$ cat config.mk
export PLATFORM = sky130hd
export DESIGN_NAME = exe_iter_divider_flat
export DESIGN_NICKNAME = d
export VERILOG_FILES = /design/src/rtl/exe_iter_divider_if.sv /design/src/rtl/exe_iter_divider.sv /design/src/flat_wrapper.sv
export SDC_FILE = /design/constraint.sdc
export NUM_CORES = 1
export LEC_CHECK = 0
export ABC_AREA = 0
export CELL_PAD_IN_SITES_DETAIL_PLACEMENT = 1
export CELL_PAD_IN_SITES_GLOBAL_PLACEMENT = 2
export CORE_ASPECT_RATIO = 1.25
export CORE_UTILIZATION = 31
export CTS_CLUSTER_DIAMETER = 120
export DETAILED_ROUTE_END_ITERATION = 10
export GPL_ROUTABILITY_DRIVEN = 0
export HOLD_SLACK_MARGIN = 0.08
export PLACE_DENSITY_LB_ADDON = 0.12
export RECOVER_POWER = 100
export SYNTH_ARGS = -nofsm -noshare
export SYNTH_HDL_FRONTEND = slang
export SYNTH_SLANG_ARGS = --single-unit
$ cat constraint.sdc
create_clock -name clk -period 7.4 [get_ports clk]
set_clock_uncertainty 0.15 [all_clocks]
set_input_delay 1.48 -clock clk [delete_from_list [all_inputs] [get_ports clk]]
set_output_delay 1.48 -clock clk [all_outputs]
set_load 0.05 [all_outputs]
$ cat src/rtl/exe_iter_divider_if.sv
// Divide request/result bundle between the EX stage and the iterative divider.
interface exe_iter_divider_if #(
   parameter int WIDTH = 32
);
   logic             ena;
   logic             sign;
   logic [WIDTH-1:0] dividend;
   logic [WIDTH-1:0] divisor;
   logic             flush;
   logic [WIDTH-1:0] q;
   logic [WIDTH-1:0] r;
   logic             busy;
   logic             done;
   logic             stall_req;

   modport master (
      output ena, sign, dividend, divisor, flush,
      input  q, r, busy, done, stall_req
   );

   modport slave (
      input  ena, sign, dividend, divisor, flush,
      output q, r, busy, done, stall_req
   );
endinterface

$ cat src/rtl/exe_iter_divider.sv
// Radix-2 restoring divider for the EX stage; one quotient bit per cycle,
// signed operands handled by magnitude division plus sign fix-up.
//
// state  | meaning
// S_IDLE | waiting for ena; accepts and latches operands
// S_CALC | WIDTH shift/subtract iterations
// S_DONE | q/r valid, done pulse, pipeline released
module exe_iter_divider #(
   parameter int WIDTH = 32,
   parameter int CNT_W = 6
) (
   input  logic                clk,
   input  logic                rst,
   exe_iter_divider_if.slave   div_if
);

   typedef enum logic [1:0] {S_IDLE, S_CALC, S_DONE} state_t;

   state_t           state_q;
   logic [CNT_W-1:0] cnt_q;
   logic [WIDTH-1:0] rem_q, quo_q, dvs_q, dvd_raw_q, q_q, r_q;
   logic             qsign_q, rsign_q, dvz_q, done_q;

   logic             dvd_neg, dvs_neg;
   logic [WIDTH-1:0] dvd_mag, dvs_mag;
   logic [WIDTH:0]   partial;
   logic [WIDTH+1:0] trial;
   logic [WIDTH-1:0] rem_d, quo_d, q_d, r_d;

   always_comb begin
      dvd_neg = div_if.sign & div_if.dividend[WIDTH-1];
      dvs_neg = div_if.sign & div_if.divisor[WIDTH-1];
      dvd_mag = dvd_neg ? -div_if.dividend : div_if.dividend;
      dvs_mag = dvs_neg ? -div_if.divisor  : div_if.divisor;

      // Extra guard bit so the borrow is unambiguous even when the shifted
      // remainder already needs WIDTH+1 bits.
      partial = {rem_q, quo_q[WIDTH-1]};
      trial   = {1'b0, partial} - {2'b00, dvs_q};
      if (!trial[WIDTH+1]) begin
         rem_d = trial[WIDTH-1:0];
         quo_d = {quo_q[WIDTH-2:0], 1'b1};
      end else begin
         rem_d = partial[WIDTH-1:0];
         quo_d = {quo_q[WIDTH-2:0], 1'b0};
      end

      if (dvz_q) begin
         q_d = '1;
         r_d = dvd_raw_q;
      end else begin
         q_d = qsign_q ? -quo_d : quo_d;
         r_d = rsign_q ? -rem_d : rem_d;
      end
   end

   always_ff @(posedge clk or posedge rst) begin
      if (rst) begin
         state_q   <= S_IDLE;
         cnt_q     <= '0;
         rem_q     <= '0;
         quo_q     <= '0;
         dvs_q     <= '0;
         dvd_raw_q <= '0;
         qsign_q   <= 1'b0;
         rsign_q   <= 1'b0;
         dvz_q     <= 1'b0;
         q_q       <= '0;
         r_q       <= '0;
         done_q    <= 1'b0;
      end else if (div_if.flush) begin
         state_q <= S_IDLE;
         cnt_q   <= '0;
         done_q  <= 1'b0;
      end else begin
         case (state_q)
            S_IDLE: begin
               done_q <= 1'b0;
               if (div_if.ena) begin
                  rem_q     <= '0;
                  quo_q     <= dvd_mag;
                  dvs_q     <= dvs_mag;
                  dvd_raw_q <= div_if.dividend;
                  qsign_q   <= dvd_neg ^ dvs_neg;
                  rsign_q   <= dvd_neg;
                  dvz_q     <= (div_if.divisor == '0);
                  cnt_q     <= CNT_W'(WIDTH);
                  state_q   <= S_CALC;
               end
            end
            S_CALC: begin
               rem_q <= rem_d;
               quo_q <= quo_d;
               cnt_q <= cnt_q - CNT_W'(1);
               if (cnt_q == CNT_W'(1)) begin
                  q_q     <= q_d;
                  r_q     <= r_d;
                  done_q  <= 1'b1;
                  state_q <= S_DONE;
               end
            end
            S_DONE: begin
               done_q  <= 1'b0;
               state_q <= S_IDLE;
            end
            default: begin
               done_q  <= 1'b0;
               state_q <= S_IDLE;
            end
         endcase
      end
   end

   assign div_if.q         = q_q;
   assign div_if.r         = r_q;
   assign div_if.done      = done_q;
   assign div_if.busy      = (state_q == S_CALC);
   assign div_if.stall_req = ~div_if.flush &
                             (((state_q == S_IDLE) & div_if.ena) | (state_q == S_CALC));

endmodule

$ cat src/flat_wrapper.sv
// flat-port wrapper written by rule: the top's interface ports become plain ports
module exe_iter_divider_flat 
#(
   parameter int WIDTH = 32,
   parameter int CNT_W = 6
)
  (clk, rst, div_if_ena, div_if_sign, div_if_dividend, div_if_divisor, div_if_flush, div_if_q, div_if_r, div_if_busy, div_if_done, div_if_stall_req);
  exe_iter_divider_if #(.WIDTH(WIDTH)) div_if_i ();
  input  logic clk;
  input  logic rst;
  input wire logic [$bits(div_if_i.ena)-1:0] div_if_ena;
  input wire logic [$bits(div_if_i.sign)-1:0] div_if_sign;
  input wire logic [$bits(div_if_i.dividend)-1:0] div_if_dividend;
  input wire logic [$bits(div_if_i.divisor)-1:0] div_if_divisor;
  input wire logic [$bits(div_if_i.flush)-1:0] div_if_flush;
  output wire logic [$bits(div_if_i.q)-1:0] div_if_q;
  output wire logic [$bits(div_if_i.r)-1:0] div_if_r;
  output wire logic [$bits(div_if_i.busy)-1:0] div_if_busy;
  output wire logic [$bits(div_if_i.done)-1:0] div_if_done;
  output wire logic [$bits(div_if_i.stall_req)-1:0] div_if_stall_req;
  assign div_if_i.ena = div_if_ena;
  assign div_if_i.sign = div_if_sign;
  assign div_if_i.dividend = div_if_dividend;
  assign div_if_i.divisor = div_if_divisor;
  assign div_if_i.flush = div_if_flush;
  assign div_if_q = div_if_i.q;
  assign div_if_r = div_if_i.r;
  assign div_if_busy = div_if_i.busy;
  assign div_if_done = div_if_i.done;
  assign div_if_stall_req = div_if_i.stall_req;
  exe_iter_divider #(.WIDTH(WIDTH), .CNT_W(CNT_W)) u_core (.clk(clk), .rst(rst), .div_if(div_if_i));
endmodule
Word-level counts from Yosys, hierarchy flattened
Cells that the tools add are included.
{"block": "totals", "regBits": 204, "in_bits": 69, "output_inout_bits": 67}
{"block": "op_classes", "addsub": 6, "n_eq_ne": 5, "mux": 22, "bitwise_logic": 7, "reduce_logical": 9}
{"operator": "$mux 32", "count": 9}
{"operator": "$neg 32->32", "count": 4}
{"operator": "$pmux 32 s2", "count": 2}
{"operator": "$sub 33x32->34", "count": 1}
{"operator": "$logic_not 32->1", "count": 1}
{"operator": "$mux 6", "count": 2}
{"operator": "$pmux 6 s2", "count": 1}
{"operator": "$reduce_and 3->1", "count": 3}
{"operator": "$eq 6x1->1 const B", "count": 1}
{"operator": "$mux 2", "count": 3}
{"operator": "$sub 6x1->6 const B", "count": 1}
{"operator": "$and 1x1->1", "count": 4}
{"operator": "$mux 1", "count": 4}
{"operator": "$pmux 2 s2", "count": 1}
{"operator": "$reduce_and 2->1", "count": 2}
{"operator": "$ne 3x2->1 const B", "count": 1}
{"operator": "$ne 3x3->1 const B", "count": 1}
{"operator": "$reduce_bool 3->1", "count": 1}
{"operator": "$eq 2x1->1 const B", "count": 1}
{"operator": "$logic_not 2->1", "count": 1}
{"operator": "$ne 2x2->1 const B", "count": 1}
{"operator": "$reduce_bool 2->1", "count": 1}
{"operator": "$not 1->1", "count": 1}
{"operator": "$or 1x1->1", "count": 1}
{"operator": "$xor 1x1->1", "count": 1}

Depth between registers and ports, before layout
Gate-level depths: netlist (run 1).
{"block": "depth", "depth_word": 5, "mapped_depth": 22, "mapped_depth_nobuf": 17}

Least setup slack after synthesis (run 1)
OpenSTA, ideal clock, no wires.
{"block": "synth_path", "path_kind": "register to register", "startpoint": "register u_core.rem_q[14]", "endpoint": "register u_core.r_q[28], in the netlist u_core.div_if.r[28]", "arrival_time_ps": 4587, "setup_slack_ps": 2526, "path_stages_with_launch": 22, "period_less_slack_ps": 4874, "cell_sequence": "dfrtp_1 ha_1 buf_2 nand4_1 nor3_2 o211a_1 o2111ai_4 nand2_1 buf_2 buf_2 buf_2 buf_1 nand2_1 o21ai_0 ha_1 nor3b_1 mux2i_1 a2111oi_4 nand2_1 nor4_1 mux2i_1 a21oi_1"}
{"block": "synth_between", "elab_chain_cells": 5}
{"element": "from (decl)", "line_no": "exe_iter_divider.sv:21", "text": "logic [WIDTH-1:0] rem_q, quo_q, dvs_q, dvd_raw_q, q_q, r_q;"}
{"element": "from (signal assigned)", "line_no": "exe_iter_divider.sv:92", "text": "rem_q <= rem_d;"}
{"element": "$sub 33x32->34", "line_no": "exe_iter_divider.sv:39", "text": "trial = {1'b0, partial} - {2'b00, dvs_q};"}
{"element": "$mux 32 *", "line_no": "exe_iter_divider.sv:40", "text": "if (!trial[WIDTH+1]) begin"}
{"element": "$neg 32->32", "line_no": "exe_iter_divider.sv:53", "text": "r_d = rsign_q ? -rem_d : rem_d;"}
{"element": "$mux 32 *", "line_no": "exe_iter_divider.sv:53"}
{"element": "$mux 32 *", "line_no": "exe_iter_divider.sv:48", "text": "if (dvz_q) begin"}
{"element": "to (signal assigned)", "line_no": "exe_iter_divider.sv:97", "text": "r_q <= r_d;"}
{"element": "to (decl)", "line_no": "exe_iter_divider.sv:21"}
Every way passes the cells marked *; elsewhere a longest branch is shown, timed or not.
A chain may end at the register's enable or synchronous reset.

Final worst setup path (run 1)
{"block": "layout_path", "startpoint": "register u_core.rem_q[15]", "endpoint": "register u_core.r_q[25], in the netlist u_core.div_if.r[25]"}
The elaborated chain is that of the path after synthesis.

==> results of run 1 <==
-- power groups by stage --
| stage | Clock [mW] | Combinational, mW | Sequential (mW) |
|---|---|---|---|
| floorplan | 0 | 2.65 | 2.27 |
| global placement | 0 | 4.30 | 1.84 |
| detailed placement | 0 | 4.37 | 1.85 |
| CTS | 1.18 | 4.39 | 1.84 |
| global route | 1.22 | 4.70 | 1.89 |
| finish | 1.13 | 4.27 | 1.82 |
-- state kept, by name, summed over array words and instances (netlist names) --
| name | cells |
|---|---|
| u_core.cnt_q | 6 |
| u_core.dvs_q | 32 |
| u_core.div_if.r | 32 |
| u_core.rem_q | 32 |
| u_core.div_if.q | 32 |
| u_core.dvd_raw_q | 32 |
| u_core.quo_q | 32 |
| u_core.rsign_q | 1 |
| u_core.state_q | 2 |
| u_core.qsign_q | 1 |
| u_core.dvz_q | 1 |
| u_core.div_if.done | 1 |
-- worst max-delay path by stage --
stage                                start                  end  slack (ps)  depth (start not counted)
after floorplan                        rst      u_core.cnt_q[0]         200                          1
after global placement        div_if_flush     div_if_stall_req        1640                          6
after detailed placement      div_if_flush     div_if_stall_req        1630                          6
after CTS                     div_if_flush     div_if_stall_req        1620                          6
after global routing      u_core.rem_q[11]  u_core.div_if.q[28]         820                         14
final                     u_core.rem_q[15]  u_core.div_if.r[25]        1170                         12
-- stage by stage --
step           std cells  power, mW  util, %  setup WS [ps]
2_1_floorplan       1658       4.93        -            203
3_3_place_gp        2289       6.15     35.7           1640
3_5_place_dp        2289       6.23     35.7           1630
4_1_cts             2329       7.41     37.4           1620
5_1_grt             2329       7.81     37.2            823
6_report            2329       7.22     37.2           1170
-- layout make-up --
cell class | instances | share of cell area (%)
Clock buffer | 36 | 4.42
Clock inverter | 4 | 0.125
Inverter | 60 | 1.46
Multi-Input combinational cell | 1309 | 48.7
Sequential cell | 204 | 31.9
Tap cell | 565 | 4.42
Timing Repair Buffer | 151 | 8.97
-- routing by layer --
metal  track usage, %  vias to the layer above  part of all wire, %
met3             2.11                       46                  2.9
met2             34.2                      172                   50
li1                 -                     6040                    -
met1             26.1                     5801                   46
met5                0                        -                    0
met4             4.30                        0                  1.6
-- worst reg2reg max path, cell delays in order, from the launching register on --
cell       delay (ps)
dfrtp_1           430
ha_1              530
nand4_1           170
nor3_1            430
o211a_1           330
o2111ai_1         530
nand2_1           550
clkinv_1          840
o41a_1            700
o41ai_1           870
a21boi_0          350
xnor2_1           160
o21ai_1            70
-- kinds of logic (layout without fill, tap and decap cells) --
family,after synthesis,after routing,synth area share [%]
buffers and inverters,145,251,4.22
muxes,32,32,2.41
AOI/OAI and AO/OA,506,506,23.0
xor gates and xnor gates,127,127,8.26
and+or+nand+nor,605,605,20.5
DFF,204,204,37.9
adders and majority gates,39,39,3.68
-- cells in the final DEF, fill, tap and decap left out, types with 5 or more instances in the layout --
master / netlist / layout
a211oi_1: 13 / 13
a21o_1: 6 / 6
a21oi_1: 156 / 156
a21oi_2: 5 / 5
a22o_1: 10 / 10
a31oi_1: 5 / 5
and2_1: 11 / 8
and3_1: 14 / 14
buf_4: 0 / 6
clkbuf_1: 65 / 17
clkbuf_16: 0 / 25
clkdlybuf4s50_1: 0 / 64
dfrtp_1: 204 / 203
dlygate4sd3_1: 0 / 71
ha_1: 38 / 38
inv_1: 59 / 58
mux2i_1: 29 / 29
nand2_1: 278 / 277
nand2b_1: 14 / 14
nand3_1: 20 / 20
nand3b_1: 5 / 5
nand4_1: 10 / 11
nor2_1: 137 / 134
nor3_1: 33 / 34
nor3b_1: 6 / 6
nor4_1: 15 / 15
o21a_1: 16 / 16
o21ai_0: 185 / 185
o21ai_1: 5 / 5
o22ai_1: 8 / 8
o31ai_1: 25 / 25
o41ai_1: 16 / 16
or2_2: 6 / 5
or3_1: 25 / 25
or4_1: 11 / 13
xnor2_1: 48 / 48
xor2_1: 79 / 79
==> results.py, run 1 <==
metrics = {
    "status": {
        "outcome": "complete, but fails checks",
        "violations": "max-capacitance violations, max-slew violations",
    },
    "power": {
        "p_seq_share_pct": 25.2,
        "clkPwrFrac_pct": 15.6,
        "p_leak_nw": 6.91,
        "vdd_drop_max_v": 0.000185,
        "power_density_nw_per_um2": 452,
        "switchingPower_mw": 3.56,
        "internal-power_mw": 3.66,
        "switching_share_pct": 49.3,
        "combPwrFrac_pct": 59.1,
    },
    "floorplanning": {
        "die_area_um2": 44300,
        "coreArea_um2": 43000,
        "die_w_um": 188,
        "std_cell_rows": 85,
        "start_util_pct": 31.4,
        "die_h_um": 235,
        "ios": 136,
    },
    "setup_path": {
        "reg2reg_to": "u_core.div_if.r[25]",
        "critPathLaunchType": "flip-flop",
        "crit_fanout": 23,
        "cp.buffers_inverters": 1,
        "crit_path_top_delay_cell": "o41ai_1",
        "endpoint_kind": "flip-flop",
        "crit_type": "flip-flop to flip-flop",
        "max_stage_delay_ps": 870,
        "arrival_ps": 6480,
        "worstReg2RegStart": "u_core.rem_q[15]",
        "worstRegToRegCells": 12,
        "regToRegSetupSlack_ps": 1170,
        "cp_top_family": "compound AO/OA/AOI/OAI gates",
        "crit_required_ps": 7660,
        "crit_chain": "ha_1 > nand4_1 > nor3_1 > o211a_1 > o2111ai_1 > nand2_1 > clkinv_1 > o41a_1 > o41ai_1 > a21boi_0 > xnor2_1 > o21ai_1",
    },
    "route": {
        "vias": 12100,
        "ant_nets": 0,
        "wl_um": 43500,
        "drt_first_pass_iters": 5,
        "vias_per_cell": 5.18,
        "wire_per_inst_um": 18.7,
        "drtIter0Drc": 458,
        "drcViolationCount": 0,
    },
    "timing": {
        "setup-violations-final": 0,
        "rsz0062_at_grt": "false",
        "finalHoldViolations": 0,
        "tightest_slew_ps": 2960,
        "max_clock_freq_ghz": 0.161,
        "fin_setup_tns_ps": 0,
        "post-route-min-period_ps": 6230,
        "maxSlewViolCount": 366,
        "period_share_pct": 84.1,
        "slew_headroom_pct": -97.4,
        "holdWs_ps": 323,
    },
    "place": {
        "dpl-instance-area_um2": 15300,
        "hpwl_um": 33100,
        "port_buffers": 135,
    },
    "cts": {
        "numCtsBuffers": 24,
        "clock_latency_ps": 540,
        "htreeDepth": 1,
        "cts_tree": "yes",
        "holdBufCountCts": 0,
        "clock-sinks": 204,
        "path_clk_slew_ps": 60,
        "postCtsSetupBuffers": 0,
        "clockRootBuffer": "clkbuf_16",
        "cts_resized": 0,
        "cts_buffer_depth": 3,
    },
    "min_path": {
        "hold_path_class": "flip-flop to flip-flop",
        "worstHoldEndpoint": "u_core.dvd_raw_q[27]",
        "min_path_cells": 2,
        "min_from": "u_core.dvd_raw_q[27]",
    },
    "layout": {
        "multi_input_area_um2": 7780,
        "n_antenna_cell": 0,
        "fillCellCount": 5191,
        "finalInstanceArea_um2": 16000,
        "fin_nets": 1858,
        "drive_above_1_share_pct": 3.97,
        "seq_area_um2": 5110,
        "area_growth_pct": 18.7,
    },
    "synthesis": {
        "synth_common_cells": "nand2_1 (278), dfrtp_1 (204), o21ai_0 (185)",
        "yosysUniqueCellTypes": 87,
        "synth_nets": 1766,
        "synth_top_area_share_pct": 37.9,
        "yosys.area.top_type": "dfrtp_1",
        "ys_ff_latch": 204,
        "synthCells": 1658,
        "synth-seq-area-share_pct": 37.9,
        "yosys_warnings": 0,
        "synth_edf_count": 0,
        "synth_most_common_cell": "nand2_1",
        "synth_flop_cell": "dfrtp_1",
        "syn_area_um2": 13500,
        "avgSynthCellArea_um2": 8.13,
        "synthTopCellsByArea": "dfrtp_1 (38%), nand2_1 (7.7%), o21ai_0 (6.9%)",
        "synthArstFlopShare_pct": 100,
    },
    "global_routing": {
        "grt_pass1_wl_um": 69700,
        "overflow": 0,
        "antenna_found_initial": 0,
        "grt_start_max_net_pins": 109,
        "grtUsageTotal_pct": 19.7,
        "grt_pass1_vias": 12100,
    },
    "job": {
        "cap_violations": 8,
    },
}
Power figures use the tool's default switching activity.
==> inputs of run 2 (changes only) <==
Settings changed: CORE_UTILIZATION 31 to 35.
Clock period 7.4 ns to 6.1 ns, I/O delays scaled along.
==> run 2 against run 1 <==
  * The run still ends with max-capacitance violations, max-slew violations left
  * First-iteration DRC count increased by 22%
  * Routed wire length increased by 0.56%
  * Utilization rose by 4.9 points
  * Design area rose by 0.28%
  * Count of clock-buffer cells in the layout increased by 5
  * Worst setup slack got worse by 570 ps
  * Flip-flop and latch count unchanged
  * Fmax up 13%
  * Clock power increased by 33%
  * Combinational power up 22%
==> results.py, run 2 (same netlist as run 1, synthesis figures left out) <==
metrics = {
    "layout": {
        "n_antenna_cell": 0,
        "area_growth_pct": 19.0,
        "fin_nets": 1863,
        "drive_above_1_share_pct": 4.68,
        "final_util_pct": 42.2,
        "layout.cells.most_common": "nand2_1",
        "final_cell_mix": "nand2_1 (277), dfrtp_1 (203), o21ai_0 (188)",
    },
    "floorplanning": {
        "start_util_pct": 35.4,
        "die_w_um": 177,
        "std_cell_rows": 80,
        "ios": 136,
        "die_h_um": 221,
        "coreArea_um2": 38000,
        "die_area_um2": 39300,
    },
    "setup_path": {
        "crit_fanout": 19,
        "endpoint_kind": "flip-flop",
        "regToRegSetupSlack_ps": 610,
        "reg2reg_to": "u_core.div_if.r[29]",
        "cp-startpoint": "u_core.rem_q[12]",
        "critPathLaunchType": "flip-flop",
        "worstRegToRegCells": 13,
        "crit_required_ps": 6370,
        "crit_type": "flip-flop to flip-flop",
        "worstReg2RegStart": "u_core.rem_q[12]",
        "arrival_ps": 5760,
    },
    "timing": {
        "post-route-min-period_ps": 5490,
        "rsz0062_at_grt": "false",
        "finalHoldViolations": 0,
        "max_clock_freq_ghz": 0.182,
        "slew_headroom_pct": -129,
        "setup_slack_ps": 606,
        "tightest_slew_ps": 3440,
        "period_share_pct": 90.1,
        "maxSlewViolCount": 363,
        "setup-violations-final": 0,
        "holdWs_ps": 316,
        "fin_setup_tns_ps": 0,
    },
    "cts": {
        "cts_buffer_depth": 3,
        "holdBufCountCts": 0,
        "cts_tree": "yes",
        "path_clk_slew_ps": 60,
        "numCtsBuffers": 25,
        "cts_resized": 0,
        "clockRootBuffer": "clkbuf_16",
        "clock-sinks": 204,
        "htreeDepth": 1,
        "postCtsSetupBuffers": 0,
        "clock_latency_ps": 540,
    },
    "route": {
        "vias": 12200,
        "wl_met3_um": 1280,
        "drt_first_pass_iters": 4,
        "routed.top_layer": "met4",
        "met2_wirelength_um": 21900,
        "wire_per_inst_um": 19.3,
        "wl_um": 43700,
        "ant_nets": 0,
        "drcViolationCount": 0,
        "drtIter0Drc": 558,
        "vias_per_cell": 5.38,
        "drt-met1-wl_um": 19400,
    },
    "power": {
        "power_density_nw_per_um2": 556,
        "p_leak_nw": 6.99,
        "vdd_drop_max_v": 0.000246,
    },
    "min_path": {
        "min_path_cells": 2,
        "min_from": "u_core.div_if.q[2]",
        "worstHoldEndpoint": "u_core.div_if.q[2]",
        "hold_path_class": "flip-flop to flip-flop",
    },
    "global_routing": {
        "grtUsageTotal_pct": 22.4,
        "grt_start_max_net_pins": 106,
        "overflow": 0,
        "grt_pass1_vias": 12400,
        "grt_pass1_wl_um": 69900,
        "antenna_found_initial": 0,
    },
    "place": {
        "post-place-ws_ps": 834,
        "hpwl_um": 33000,
        "port_buffers": 135,
    },
    "job": {
        "cap_violations": 6,
    },
    "status": {
        "outcome": "complete, but fails checks",
        "violations": "max-capacitance violations, max-slew violations",
    },
}
## run 2: worst max-delay path, cell delays in order, from the launching register on
cell and delay (ps):
dfrtp_1 440, ha_1 510, nand4_1 170, nor3_1 410
a221o_1 360, o2111ai_4 240, nand2_2 500, clkinv_1 600
o41a_1 590, a21oi_1 480, nand3_1 230, o41ai_1 410
xor2_1 190, a21oi_1 80
## run 2: cell type report
| cell class | instances | area [um2] |
|---|---|---|
| Fill cell | 4567 | 22000 |
| Multi-Input combinational cell | 1309 | 7800 |
| Sequential cell | 204 | 5110 |
| Timing Repair Buffer | 155 | 1470 |
| Clock buffer | 41 | 766 |
| Tap cell | 492 | 616 |
| Inverter | 60 | 226 |
| Clock inverter | 3 | 45.0 |
## run 2: metrics by stage
step	instance area [um2]	power (mW)	std cells
detailed placement	15300	7.55	2220
CTS	16100	9.11	2264
finish	16000	8.91	2264
global route	16000	9.57	2264
floorplan	13500	5.98	1658
global placement	15300	7.47	2220
## run 2: worst max path at each step
stage               slack (ps)  cells after the start                   to
finish                     610                     13  u_core.div_if.r[29]
global route               270                      5      u_core.rem_q[1]
CTS                        800                     15  u_core.div_if.r[28]
detailed placement         830                     14  u_core.div_if.r[30]
global placement           970                     15  u_core.div_if.r[28]
floorplan                 1230                     21  u_core.div_if.r[28]
## run 2: report_power, final
part / internal, mW / switching [mW]
sequential: 1.79 / 0.410
combinational: 1.87 / 3.35
clock: 0.891 / 0.605
## run 2: routing by layer
layer / vias up / GRT usage, %
met5: - / 0
met3: 55 / 2.34
met2: 189 / 39.7
met4: 0 / 6.31
met1: 5882 / 28.3
li1: 6047 / -
